--- src/rtl/hazard_stall_ctrl_pkg.sv ---
// Shared definitions for the pipeline hazard/stall sequencer: FSM states,
// register-address width and the bundle of per-stage register controls.
package hazard_stall_ctrl_pkg;

   localparam int REG_AW = 5;

   typedef enum logic {
      RUN     = 1'b0,
      MC_BUSY = 1'b1
   } state_e;

   typedef struct packed {
      logic pc_we;
      logic if_id_we;
      logic if_id_flush;
      logic id_ex_we;
      logic id_ex_bubble;
      logic ex_mem_we;
      logic mem_wb_we;
   } stage_ctrl_t;

   localparam stage_ctrl_t CTRL_RUN = '{pc_we: 1'b1, if_id_we: 1'b1, if_id_flush: 1'b0,
      id_ex_we: 1'b1, id_ex_bubble: 1'b0, ex_mem_we: 1'b1, mem_wb_we: 1'b1};
   localparam stage_ctrl_t CTRL_RESET = '{pc_we: 1'b0, if_id_we: 1'b0, if_id_flush: 1'b1,
      id_ex_we: 1'b0, id_ex_bubble: 1'b1, ex_mem_we: 1'b0, mem_wb_we: 1'b0};
   localparam stage_ctrl_t CTRL_FREEZE = '{pc_we: 1'b0, if_id_we: 1'b0, if_id_flush: 1'b0,
      id_ex_we: 1'b0, id_ex_bubble: 1'b0, ex_mem_we: 1'b0, mem_wb_we: 1'b0};
   // Older instructions drain through MEM/WB while EX holds the multi-cycle op.
   localparam stage_ctrl_t CTRL_MC_HOLD = '{pc_we: 1'b0, if_id_we: 1'b0, if_id_flush: 1'b0,
      id_ex_we: 1'b0, id_ex_bubble: 1'b0, ex_mem_we: 1'b0, mem_wb_we: 1'b1};
   // IF/ID and ID/EX are written, but with a NOP and zeroed control respectively.
   localparam stage_ctrl_t CTRL_FLUSH = '{pc_we: 1'b1, if_id_we: 1'b1, if_id_flush: 1'b1,
      id_ex_we: 1'b1, id_ex_bubble: 1'b1, ex_mem_we: 1'b1, mem_wb_we: 1'b1};
   localparam stage_ctrl_t CTRL_LOAD_USE = '{pc_we: 1'b0, if_id_we: 1'b0, if_id_flush: 1'b0,
      id_ex_we: 1'b1, id_ex_bubble: 1'b1, ex_mem_we: 1'b1, mem_wb_we: 1'b1};

endpackage

--- src/rtl/hazard_stall_ctrl_sat_counter.sv ---
// Saturating up-counter with synchronous clear; holds at all-ones.
module sat_counter #(
   parameter int W = 16
) (
   input  logic         clk,
   input  logic         inc,
   input  logic         clr,
   output logic [W-1:0] q
);

   logic [W-1:0] q_q;

   always_ff @(posedge clk) begin
      if (clr) begin
         q_q <= '0;
      end else if (inc && !(&q_q)) begin
         q_q <= q_q + W'(1);
      end
   end

   assign q = q_q;

endmodule

--- src/rtl/hazard_stall_ctrl.sv ---
// Pipeline sequencer: decodes memory waits, multi-cycle EX ops, branch flushes
// and load-use hazards into per-stage write-enable / flush / bubble controls.
module hazard_stall_ctrl
   import hazard_stall_ctrl_pkg::*;
#(
   parameter int MC_LATENCY = 4,
   parameter int REG_AW     = hazard_stall_ctrl_pkg::REG_AW,
   parameter int PERF_W     = 16
) (
   input  logic              clk,
   input  logic              rst_n,
   input  logic [REG_AW-1:0] id_rs1,
   input  logic [REG_AW-1:0] id_rs2,
   input  logic              id_uses_rs2,
   input  logic [REG_AW-1:0] ex_rd,
   input  logic              ex_mem_read,
   input  logic              ex_branch_taken,
   input  logic              ex_mc_start,
   input  logic              mem_req,
   input  logic              mem_ready,
   output logic              pc_we,
   output logic              if_id_we,
   output logic              if_id_flush,
   output logic              id_ex_we,
   output logic              id_ex_bubble,
   output logic              ex_mem_we,
   output logic              mem_wb_we,
   output logic              mc_busy,
   output logic              mc_done,
   output logic [PERF_W-1:0] stall_cnt
);

   localparam int CNT_W = (MC_LATENCY > 2) ? $clog2(MC_LATENCY) : 1;
   localparam logic [CNT_W-1:0] CNT_START = CNT_W'(MC_LATENCY - 2);

   state_e            state_q, state_d;
   logic [CNT_W-1:0]  cnt_q, cnt_d;
   stage_ctrl_t       ctrl;
   logic              mem_stall;
   logic              load_use;

   assign mem_stall = mem_req & ~mem_ready;
   assign load_use  = ex_mem_read && (ex_rd != '0) &&
                      ((ex_rd == id_rs1) || (id_uses_rs2 && (ex_rd == id_rs2)));

   always_ff @(posedge clk) begin
      if (!rst_n) begin
         state_q <= RUN;
         cnt_q   <= '0;
      end else begin
         state_q <= state_d;
         cnt_q   <= cnt_d;
      end
   end

   always_comb begin
      ctrl    = CTRL_RUN;
      mc_done = 1'b0;
      state_d = state_q;
      cnt_d   = cnt_q;
      if (!rst_n) begin
         ctrl    = CTRL_RESET;
         state_d = RUN;
         cnt_d   = '0;
      end else if (mem_stall) begin
         // The multi-cycle unit keeps computing; only the exit waits for memory.
         ctrl = CTRL_FREEZE;
         if (state_q == MC_BUSY && cnt_q != '0) begin
            cnt_d = cnt_q - CNT_W'(1);
         end
      end else if (state_q == MC_BUSY) begin
         if (cnt_q != '0) begin
            ctrl  = CTRL_MC_HOLD;
            cnt_d = cnt_q - CNT_W'(1);
         end else begin
            mc_done = 1'b1;
            state_d = RUN;
         end
      end else if (ex_branch_taken) begin
         ctrl = CTRL_FLUSH;
      end else if (ex_mc_start) begin
         ctrl    = CTRL_MC_HOLD;
         state_d = MC_BUSY;
         cnt_d   = CNT_START;
      end else if (load_use) begin
         ctrl = CTRL_LOAD_USE;
      end
   end

   assign pc_we        = ctrl.pc_we;
   assign if_id_we     = ctrl.if_id_we;
   assign if_id_flush  = ctrl.if_id_flush;
   assign id_ex_we     = ctrl.id_ex_we;
   assign id_ex_bubble = ctrl.id_ex_bubble;
   assign ex_mem_we    = ctrl.ex_mem_we;
   assign mem_wb_we    = ctrl.mem_wb_we;
   assign mc_busy      = rst_n & (state_q == MC_BUSY);

   sat_counter #(.W(PERF_W)) u_stall_cnt (
      .clk (clk),
      .inc (rst_n & ~ctrl.pc_we),
      .clr (~rst_n),
      .q   (stall_cnt)
   );

endmodule

--- config.mk ---
export PLATFORM = sky130hd
export DESIGN_NAME = hazard_stall_ctrl
export DESIGN_NICKNAME = d
export VERILOG_FILES = /design/src/rtl/hazard_stall_ctrl_pkg.sv /design/src/rtl/hazard_stall_ctrl_sat_counter.sv /design/src/rtl/hazard_stall_ctrl.sv
export SDC_FILE = /design/constraint.sdc
export NUM_CORES = 1
export LEC_CHECK = 0
export CAP_MARGIN = 10
export CELL_PAD_IN_SITES_DETAIL_PLACEMENT = 1
export CELL_PAD_IN_SITES_GLOBAL_PLACEMENT = 2
export CORE_UTILIZATION = 25
export CTS_CLUSTER_SIZE = 20
export DETAILED_ROUTE_END_ITERATION = 10
export PLACE_DENSITY_LB_ADDON = 0.25
export SETUP_SLACK_MARGIN = 0.1
export SLEW_MARGIN = 20
export SYNTH_ARGS = -nofsm -noshare
export SYNTH_HDL_FRONTEND = slang
export SYNTH_SLANG_ARGS = --single-unit
--- constraint.sdc ---
create_clock -name clk -period 4.2 [get_ports clk]
set_input_delay 0.63 -clock clk [delete_from_list [all_inputs] [get_ports clk]]
set_output_delay 0.63 -clock clk [all_outputs]
set_load 0.02 [all_outputs]
==> flow_summary.toml <==
[outcome]
status = "completed"

[worst_setup_path]
slowest_stage = "sky130_fd_sc_hd__clkdlybuf4s50_1"
critical_path_start_type = "primary input"
critical_path.cell_chain = "clkdlybuf4s50_1 > or4_1 > o21ai_0 > nor2_1 > a21boi_0 > clkdlybuf4s50_1"
slowest_delay_ns = 0.67
cpLargestDelayFamily = "buffers and inverters"
timing.critical_path.arrival_ns = 2.83
critPathMostFrequentCell = "sky130_fd_sc_hd__clkdlybuf4s50_1"
rrSetupSlack_ns = 2.09
worstSetupEndpointType = "primary output"
crit_buf_inv = 2
cp_max_fo = 3
crit_required_ns = 3.57
timing.setup.critical_path_class = "in2out"

[run]
max_cap_violations = 0

[yosys]
post_synth_fa_ha_maj_area_fraction_pct = 2.114
post-synth-top-area-fraction_pct = 32.14
synth.yosys.seq_area_share_pct = 32.14
synth_enable_flop_cells = 0
synth_area_leaders = "sky130_fd_sc_hd__dfxtp_1 (32%), sky130_fd_sc_hd__xor2_1 (7.4%), sky130_fd_sc_hd__a21oi_1 (5.9%)"
ys.warnings.count = 0
synth-seq-cells = 19
yosys.area_share.xor_xnor_pct = 8.140
synth_fp_nets = 170
synthMuxAreaShare_pct = 2.537
synthesis.area_mm2 = 0.001184
post_synth.cell_area_avg_um2 = 8.163
postSynth.asyncResetShare_pct = 0
synth_top_cell_by_area = "sky130_fd_sc_hd__dfxtp_1"
synth_top_family_by_area = "simple AND/OR/NAND/NOR gates"
simple_gate_portion_of_the_synthesized_area_pct = 27.27
synth_cells = 145
synth_cell_types = 41
synth-main-ff-cell = "sky130_fd_sc_hd__dfxtp_1"
synth_compound_gate_area_share_pct = 21.14

[power]
total_switching_power_uw = 126.1
combinationalPowerShare_pct = 24.7
switching_share_pct = 29.19
power_leakage_uw = 0.0005704
seq_power_share_pct = 44.2
power-per-cell-area_mw_per_mm2 = 249.7
p_clk_share_pct = 31.0
worst_ir_drop_vdd_uv = 116.4
cellInternalPower_uw = 305.9

[global_route]
grt_pass1_vias = 1276
antenna_found_initial = 0
grtUsageTotal_pct = 13.81
grt-ovfl-total = 0
grt_pass1_wl_um = 5554
grt_max_degree = 28

[clock_network]
clk_latency_ns = 0.26
root_buffer = "sky130_fd_sc_hd__clkbuf_8"
htree_num_levels = 1
cts_buffers = 3
max_root_sink_buffers = 2
path_clk_slew_ns = 0.08
tritoncts_num_sinks = 19
cts_setup_buffers = 0
cts_repair_resize_count = 0
cts.hold.buffers_added = 0
cts_tree = "yes"

[layout]
finalInstanceArea_mm2 = 0.001730
insertedDiodeCount = 0
layout-drive-gt1-share_pct = 5.729
layout.cells.most_common_list = "sky130_fd_sc_hd__clkdlybuf4s50_1 (47), sky130_fd_sc_hd__dfxtp_1 (19), sky130_fd_sc_hd__a21oi_1 (14), sky130_fd_sc_hd__nor2_1 (11)"
most_frequent_standard_cell_in_the_layout_excluding_fill_and_tap_cells = "sky130_fd_sc_hd__clkdlybuf4s50_1"
num-nets-final = 218
area_growth_syn_to_layout_pct = 46.19

[drt]
dr_wl_met3_um = 221
top_signal_layer_used = "met4"
detail_route.first_pass.iterations = 6
drtAntennaViolNets = 0
vias = 1239
drt_drc_violations_left = 0
wirelength_met1_um = 1459
drt-vias-per-instance = 5.078
met2_length_um = 1582
post_drt_wl_per_cell_um = 13.48
dr.first_iter.drc_count = 42
wirelength_routed_um = 3290

[placed_design]
placement.cell_area_mm2 = 0.001682
dp_hpwl_um = 2609
port_buffers = 47
routabilityCongestion = 0.7753

[timing]
timing.final.crit_period_ns = 3.465
relSlewSlack_pct = 72.95
final_min_period_over_clock_period_pct = 82.49
finalHoldViolCount = 0
timing_max_transition_violations_final = 0
setup-tns-final_ns = 0
grt_setup_unrepaired = "no"
timing_worst_slew_pin_value_ns = 0.4035
worst_clock_skew_ns = 0.007930
maxClockFrequency_mhz = 288.6
setup_violations = 0

[die]
core-area_mm2 = 0.004444
die_area_mm2 = 0.005013
boundaryPins = 48
initial_utilization_pct = 26.63
dieHeight_um = 70.81
die_width_um = 70.81
rows = 24

[min_path]
worst_hold_path_type = "reg2reg"
## through the flow
| stage | std cells | utilization (%) | hold slack [ns] | total power [µW] | setup WS (ns) |
|---|---|---|---|---|---|
| detailed placement | 240 | 37.84 | 0.4711 | 303.2 | 0.7361 |
| global route | 244 | 38.94 | 0.5137 | 456.1 | 0.5075 |
| CTS | 244 | 38.94 | 0.4841 | 437.4 | 0.7216 |
| floorplan | 145 | - | 0.4402 | 256.2 | 1.206 |
| global placement | 240 | 37.84 | 0.4586 | 301.5 | 0.7880 |
| finish | 244 | 38.94 | 0.4808 | 432.0 | 0.7353 |
## synthesized netlist by cell type (2+ instances only)
library cell,count
sky130_fd_sc_hd__or4_1,3
sky130_fd_sc_hd__nand3_1,4
sky130_fd_sc_hd__nor2_1,11
sky130_fd_sc_hd__buf_4,2
sky130_fd_sc_hd__nor3_1,3
sky130_fd_sc_hd__nor2b_1,2
sky130_fd_sc_hd__inv_1,8
sky130_fd_sc_hd__a21oi_1,14
sky130_fd_sc_hd__dfxtp_1,19
sky130_fd_sc_hd__mux2i_1,3
sky130_fd_sc_hd__a211oi_1,2
sky130_fd_sc_hd__o21ai_1,8
sky130_fd_sc_hd__o31ai_1,3
sky130_fd_sc_hd__nand2_1,7
sky130_fd_sc_hd__o21ai_0,5
sky130_fd_sc_hd__and2_1,3
sky130_fd_sc_hd__nand2b_1,2
sky130_fd_sc_hd__xor2_1,10
sky130_fd_sc_hd__or3_1,10
sky130_fd_sc_hd__a21o_1,2
sky130_fd_sc_hd__ha_1,2
sky130_fd_sc_hd__and3_1,2
sky130_fd_sc_hd__nor4_2,2
## routing by layer
metal	vias to the layer above	global-route usage (%)
met4	0	4.667
met3	2	3.846
met2	38	25.32
met1	584	15.31
li1	615	-
met5	-	0
## power by group through the flow
stage,Clock (µW),Combinational [µW],Sequential (µW)
2_1_floorplan,0,58.1,198
3_3_place_gp,0,106,195
3_5_place_dp,0,108,195
4_1_cts,138,109,191
5_1_grt,146,118,192
6_report,134,107,191
## worst reg2reg max path, stage by stage, from the launching register on
cell and delay (ns):
sky130_fd_sc_hd__dfxtp_1 0.35, sky130_fd_sc_hd__inv_1 0.05, sky130_fd_sc_hd__ha_1 0.20, sky130_fd_sc_hd__nor2b_1 0.27, sky130_fd_sc_hd__a211oi_1 0.13, sky130_fd_sc_hd__a21oi_1 0.13
sky130_fd_sc_hd__o21ba_4 0.25, sky130_fd_sc_hd__or4_1 0.49, sky130_fd_sc_hd__a21oi_1 0.16
## sequential cells by signal (all words and copies together) (netlist names)
name	cells
u_stall_cnt.q	16
cnt_q	2
state_q	1
## area by class of cell
type	instances	area, µm²
fillers	544	2714
multi-input cells	112	724.4
repair buffers	48	478.0
flip-flops and latches	19	380.4
well taps	52	65.06
clock buffers	3	41.29
inverters	9	33.78
clock inverters	1	7.507
## final timing paths
kind	from	end	cells after the start
max reg2reg	cnt_q[0]$_SDFFE_PN0P_	u_stall_cnt.q[5]$_SDFFE_PN0P_	8
min	cnt_q[1]$_SDFFE_PN0P_	cnt_q[1]$_SDFFE_PN0P_	2
max	ex_rd[2]	if_id_we	6
min reg2reg	cnt_q[1]$_SDFFE_PN0P_	cnt_q[1]$_SDFFE_PN0P_	2
## cells by family (layout without fill, tap and decap cells)
family	count (synthesis)	count (layout)
simple gates	55	55
compound gates	41	41
flops	19	19
buf+inv	14	61
xor+xnor	11	11
mux	3	3
fa+ha+maj	2	2
Power figures use the tool's default switching activity.
